[src/rtl/btn_cond_pkg.sv]
// Shared keypad constants for the button front end and the lock state machine.
package btn_cond_pkg;

    localparam int unsigned NUM_BTNS = 4;

    typedef logic [1:0] key_code_t;

    localparam key_code_t KEY_A = 2'd0;
    localparam key_code_t KEY_B = 2'd1;
    localparam key_code_t KEY_C = 2'd2;
    localparam key_code_t KEY_D = 2'd3;

    // Index of the lowest set bit; A (bit 0) wins over every other button.
    function automatic key_code_t lowest_set(input logic [NUM_BTNS-1:0] v);
        lowest_set = KEY_A;
        for (int unsigned i = NUM_BTNS; i > 0; i--) begin
            if (v[i-1]) begin
                lowest_set = key_code_t'(i - 1);
            end
        end
    endfunction

endpackage

[src/rtl/button_debounce_channel.sv]
// One button: 2-flop synchronizer, debounce counter, level/press registers.
// Define BTN_COND_AUTOREPEAT_EN to add the hold-to-repeat counter.
module button_debounce_channel #(
    parameter int DEBOUNCE_CYCLES = 1_000_000,
    parameter int REPEAT_DELAY    = 50_000_000,
    parameter int REPEAT_PERIOD   = 10_000_000
) (
    input  logic clk,
    input  logic rst,
    input  logic raw,
    output logic level,
    output logic press
);

    localparam int CW = $clog2(DEBOUNCE_CYCLES);
    localparam logic [CW-1:0] CNT_MAX = CW'(DEBOUNCE_CYCLES - 1);

    if (DEBOUNCE_CYCLES < 2 || REPEAT_DELAY < 1 || REPEAT_PERIOD < 1) begin : g_param_check
        $error("button_debounce_channel: invalid timing parameters");
    end

    logic          sync1;
    logic          sync2;
    logic [CW-1:0] cnt;
    logic          accept;

    assign accept = (sync2 != level) && (cnt == CNT_MAX);

`ifdef BTN_COND_AUTOREPEAT_EN
    localparam int RMAX = (REPEAT_DELAY > REPEAT_PERIOD) ? REPEAT_DELAY : REPEAT_PERIOD;
    localparam int RW   = $clog2(RMAX + 1);

    logic [RW-1:0] rcnt;
    logic          rep_initial;
    logic [RW-1:0] rep_limit;

    // First repeat waits REPEAT_DELAY, subsequent ones REPEAT_PERIOD.
    assign rep_limit = rep_initial ? RW'(REPEAT_DELAY - 1) : RW'(REPEAT_PERIOD - 1);
`endif

    always_ff @(posedge clk) begin
        if (rst) begin
            sync1 <= 1'b0;
            sync2 <= 1'b0;
            cnt   <= '0;
            level <= 1'b0;
            press <= 1'b0;
`ifdef BTN_COND_AUTOREPEAT_EN
            rcnt        <= '0;
            rep_initial <= 1'b1;
`endif
        end else begin
            sync1 <= raw;
            sync2 <= sync1;
            press <= 1'b0;

            if (sync2 == level) begin
                cnt <= '0;
            end else if (accept) begin
                level <= sync2;
                press <= sync2;
                cnt   <= '0;
            end else begin
                cnt <= cnt + 1'b1;
            end

`ifdef BTN_COND_AUTOREPEAT_EN
            // Any level change (press or release) restarts the repeat timing.
            if (!level || accept) begin
                rcnt        <= '0;
                rep_initial <= 1'b1;
            end else if (rcnt == rep_limit) begin
                press       <= 1'b1;
                rcnt        <= '0;
                rep_initial <= 1'b0;
            end else begin
                rcnt <= rcnt + 1'b1;
            end
`endif
        end
    end

endmodule

[src/rtl/button_conditioner.sv]
// Keypad front end: four debounced buttons plus a registered priority key event.
// Auto-repeat is compiled in only when BTN_COND_AUTOREPEAT_EN is defined.
module button_conditioner
    import btn_cond_pkg::*;
#(
    parameter int DEBOUNCE_CYCLES = 1_000_000,
    parameter int REPEAT_DELAY    = 50_000_000,
    parameter int REPEAT_PERIOD   = 10_000_000
) (
    input  logic                clk,
    input  logic                rst,
    input  logic [NUM_BTNS-1:0] btn_raw,
    output logic [NUM_BTNS-1:0] btn_level,
    output logic [NUM_BTNS-1:0] btn_press,
    output logic                key_valid,
    output logic [1:0]          key_code,
    output logic                key_multi
);

    for (genvar i = 0; i < NUM_BTNS; i++) begin : g_chan
        button_debounce_channel #(
            .DEBOUNCE_CYCLES(DEBOUNCE_CYCLES),
            .REPEAT_DELAY   (REPEAT_DELAY),
            .REPEAT_PERIOD  (REPEAT_PERIOD)
        ) u_chan (
            .clk  (clk),
            .rst  (rst),
            .raw  (btn_raw[i]),
            .level(btn_level[i]),
            .press(btn_press[i])
        );
    end

    // Lower-priority coincident presses are folded into key_multi only.
    always_ff @(posedge clk) begin
        if (rst) begin
            key_valid <= 1'b0;
            key_code  <= KEY_A;
            key_multi <= 1'b0;
        end else if (|btn_press) begin
            key_valid <= 1'b1;
            key_code  <= lowest_set(btn_press);
            key_multi <= ($countones(btn_press) > 1);
        end else begin
            key_valid <= 1'b0;
            key_multi <= 1'b0;
        end
    end

endmodule

[config.mk]
export PLATFORM = sky130hd
export DESIGN_NAME = button_conditioner
export DESIGN_NICKNAME = d
export VERILOG_FILES = /design/src/rtl/btn_cond_pkg.sv /design/src/rtl/button_debounce_channel.sv /design/src/rtl/button_conditioner.sv
export SDC_FILE = /design/constraint.sdc
export NUM_CORES = 1
export LEC_CHECK = 0
export ABC_CLOCK_PERIOD_IN_PS = 5560
export CAP_MARGIN = 10
export CORE_ASPECT_RATIO = 0.7
export CORE_MARGIN = 1.5
export CORE_UTILIZATION = 60
export DETAILED_ROUTE_END_ITERATION = 16
export PLACE_DENSITY_LB_ADDON = 0.15
export SYNTH_ARGS = -nofsm -noshare
export SYNTH_HDL_FRONTEND = slang
export SYNTH_SLANG_ARGS = --single-unit
[constraint.sdc]
create_clock -name clk -period 5.56 [get_ports clk]
set_input_delay 1.39 -clock clk [delete_from_list [all_inputs] [get_ports clk]]
set_output_delay 1.39 -clock clk [all_outputs]
set_load 0.1 [all_outputs]
==> results.cfg <==
[setup_path]
rr_endpoint = g_chan[2].u_chan.cnt[7]$_SDFF_PP0_
critPathMaxStageDelay_ps = 1170
slowest_stage = clkdlybuf4s50_1
cp-end-kind = output port
reg2reg_depth = 4
crit_type = flop to output port
rrSetupSlack_ps = 3380
cp_max_fo = 4
cp.arrival_ps = 1970
crit_chain = clkdlybuf4s50_1
path_buf_inv = 1
worst_setup_path_start_kind = flop
cp.required_ps = 4170
cp_top_family = buffers and inverters
rr_startpoint = g_chan[2].u_chan.cnt[8]$_SDFF_PP0_

[die]
io_pins = 18
die_w_um = 106
std_cell_rows = 26
core_um2 = 7220
die-height_um = 75.0
initial_core_util = 0.616
dieArea_um2 = 7940

[clock_tree]
clockBufferDepth = 2
clock_latency_ps = 370
cts_buffers = 9
tritoncts = yes
cts_resized = 0
cts_setup_buffers = 0
cts_hold_buf = 0
cts_num_sinks = 100
cts-root-buf = clkbuf_8
cts_max_level = 3
clk_pin_slew_ps = 90

[grt]
grt_max_degree = 24
grt_pass1_vias = 3114
antenna_found_initial = 0
overflow = 0
grt_pass1_wl_mm = 14.0
grt_use_total = 0.225

[yosys]
synth_sequential_area_ratio = 0.450
synth_mux_area_frac = 0
synth-compound-area-share = 0.0819
avgSynthCellArea_um2 = 8.75
yosys.cell_types.count = 42
synth-adder-area-share = 0.0186
synth.ff_latch_count = 100
synth_xor_xnor_area_share = 0.106
syn-num-nets = 520
synth-simple-area-share = 0.297
synthCells = 508
yosysWarnings = 0
synth_top_family_by_area = simple AND/OR/NAND/NOR gates
netlist_area_um2 = 4450

[timing]
layout_min_cycle_time_ps = 3360
rsz0062_at_grt = no
slew_viol_final = 0
tightest_slew_ps = 990
skew_ps = 10.3
setup_tns_ps = 0
post-route-period-util = 0.604
hold_violations = 0
slew_headroom = 0.338
setup_viol_count_final = 0
max_freq_mhz = 298

[placed_design]
dp_hpwl_mm = 5.87
place.gp.congestion = 0.823
port_buffers = 17
placed_cells = 599

[routing]
drtIter0Drc = 159
vias = 3515
ant_nets = 0
avgRoutedWirePerCell_um = 13.8
wl_mm = 8.46
drc = 0
vias_per_cell = 5.72
first_pass_iters = 5

[run_status]
status = complete, no violations

[layout]
final_common_cell = dfxtp_1
fillCellCount = 623
final_nets = 524
drive_gt1_frac = 0.0543
layout_common_cells = dfxtp_1, nor2_1, a21oi_1
area_growth_pct = 9.15
stdcell_count = 614
diodes = 0

[hold_path]
hold_depth = 1
hold_start = g_chan[3].u_chan.cnt[0]$_SDFF_PP0_
hp-class = flop to flop
min_to = g_chan[3].u_chan.cnt[0]$_SDFF_PP0_

[power_and_ir_drop]
power_frac_comb = 0.013
p_clk_frac = 0.423
p_per_area_nw_per_um2 = 264
seq_power_share = 0.564
p_int_uw = 1030
power.leakage_uw = 0.00141
ir_drop_v = 0.000163
swShare = 0.192
switchingPower_uw = 246

[run]
max_cap_violations = 0
## final cells by class
cell class              count  area, um^2  area share
flip-flops and latches    100        2000       0.413
well taps                  98         123      0.0253
multi-input cells         365        2240       0.462
clock inverters             5         100      0.0206
repair buffers             19         185      0.0382
inverters                  17        63.8      0.0132
clock buffers              10         138      0.0284
## flip-flops by register name, summed over array words and instances, names as in the netlist
name                 cells
g_chan.u_chan.cnt       80
g_chan.u_chan.level      4
g_chan.u_chan.press      4
g_chan.u_chan.sync1      4
g_chan.u_chan.sync2      4
key_code                 2
key_multi                1
key_valid                1
## cells in the mapped netlist, drive strengths merged
cell / instances / area, um^2
a31o: 2 / 17.5
or4: 14 / 109
or4b: 3 / 30.0
nor2b: 9 / 56.3
inv: 17 / 63.8
nor3: 13 / 65.1
nand2: 27 / 101
o31ai: 12 / 90.1
a21oi: 29 / 145
or3b: 1 / 8.76
clkbuf: 14 / 52.6
nand3b: 1 / 7.51
nand4: 24 / 150
nand4b: 1 / 8.76
o21ai: 17 / 96.4
and2: 5 / 31.3
fa: 1 / 20.0
nor4bb: 1 / 10.0
o41ai: 1 / 8.76
nand3: 27 / 135
xnor2: 28 / 245
and4: 10 / 88.8
nor4: 6 / 43.8
dfxtp: 100 / 2000
xor2: 26 / 228
nor3b: 1 / 7.51
ha: 5 / 62.6
or3: 15 / 93.8
nand2b: 3 / 18.8
nor2: 69 / 259
nor4b: 6 / 52.6
a31oi: 1 / 6.26
and3: 4 / 25.0
or2: 3 / 18.8
buf: 12 / 86.3
## power by group through the flow
stage                     Clock [uW]  Combinational (uW)  Sequential, uW
final                            541                16.9             721
after global routing             579                18.6             722
after CTS                        553                17.1             721
after detailed placement           0                17.0             738
after global placement             0                16.3             738
after floorplan                    0                10.7             737
## routing by layer
metal / track usage / wire length [um]
met3: 0.0693 / 334
met2: 0.363 / 3860
met4: 0.0841 / 126
met1: 0.291 / 4140
met5: 0 / 0
## worst max-delay path by stage
| stage | depth (start not counted) | end | start | slack (ps) |
|---|---|---|---|---|
| finish | 1 | btn_level[2] | g_chan[2].u_chan.level$_SDFFE_PP0P_ | 2200 |
| detailed placement | 4 | g_chan[0].u_chan.cnt[13]$_SDFF_PP0_ | rst | 2360 |
| floorplan | 0 | key_code[1] | key_code[1]$_SDFFE_PP0N_ | 3250 |
| global placement | 4 | g_chan[0].u_chan.cnt[3]$_SDFF_PP0_ | rst | 2440 |
| CTS | 1 | btn_level[2] | g_chan[2].u_chan.level$_SDFFE_PP0P_ | 2170 |
| global route | 1 | btn_level[2] | g_chan[2].u_chan.level$_SDFFE_PP0P_ | 2140 |
## per-stage QoR
step | hold WS (ps) | power, uW | utilization | cell area (um^2) | setup WS [ps]
CTS | 446 | 1290 | 0.672 | 4850 | 2170
global route | 466 | 1320 | 0.672 | 4850 | 2140
detailed placement | 430 | 755 | 0.639 | 4610 | 2360
floorplan | 413 | 748 | - | 4450 | 3250
global placement | 421 | 754 | 0.639 | 4610 | 2440
finish | 439 | 1280 | 0.672 | 4850 | 2200
## logic make-up (layout without fill, tap and decap cells)
group,after synthesis,in the layout
AOI/OAI and AO/OA,62,62
DFF,100,100
adders and majority gates,6,6
and+or+nand+nor,243,243
xor gates and xnor gates,54,54
buffers and inverters,43,51
(Power assumes the default switching activity.)
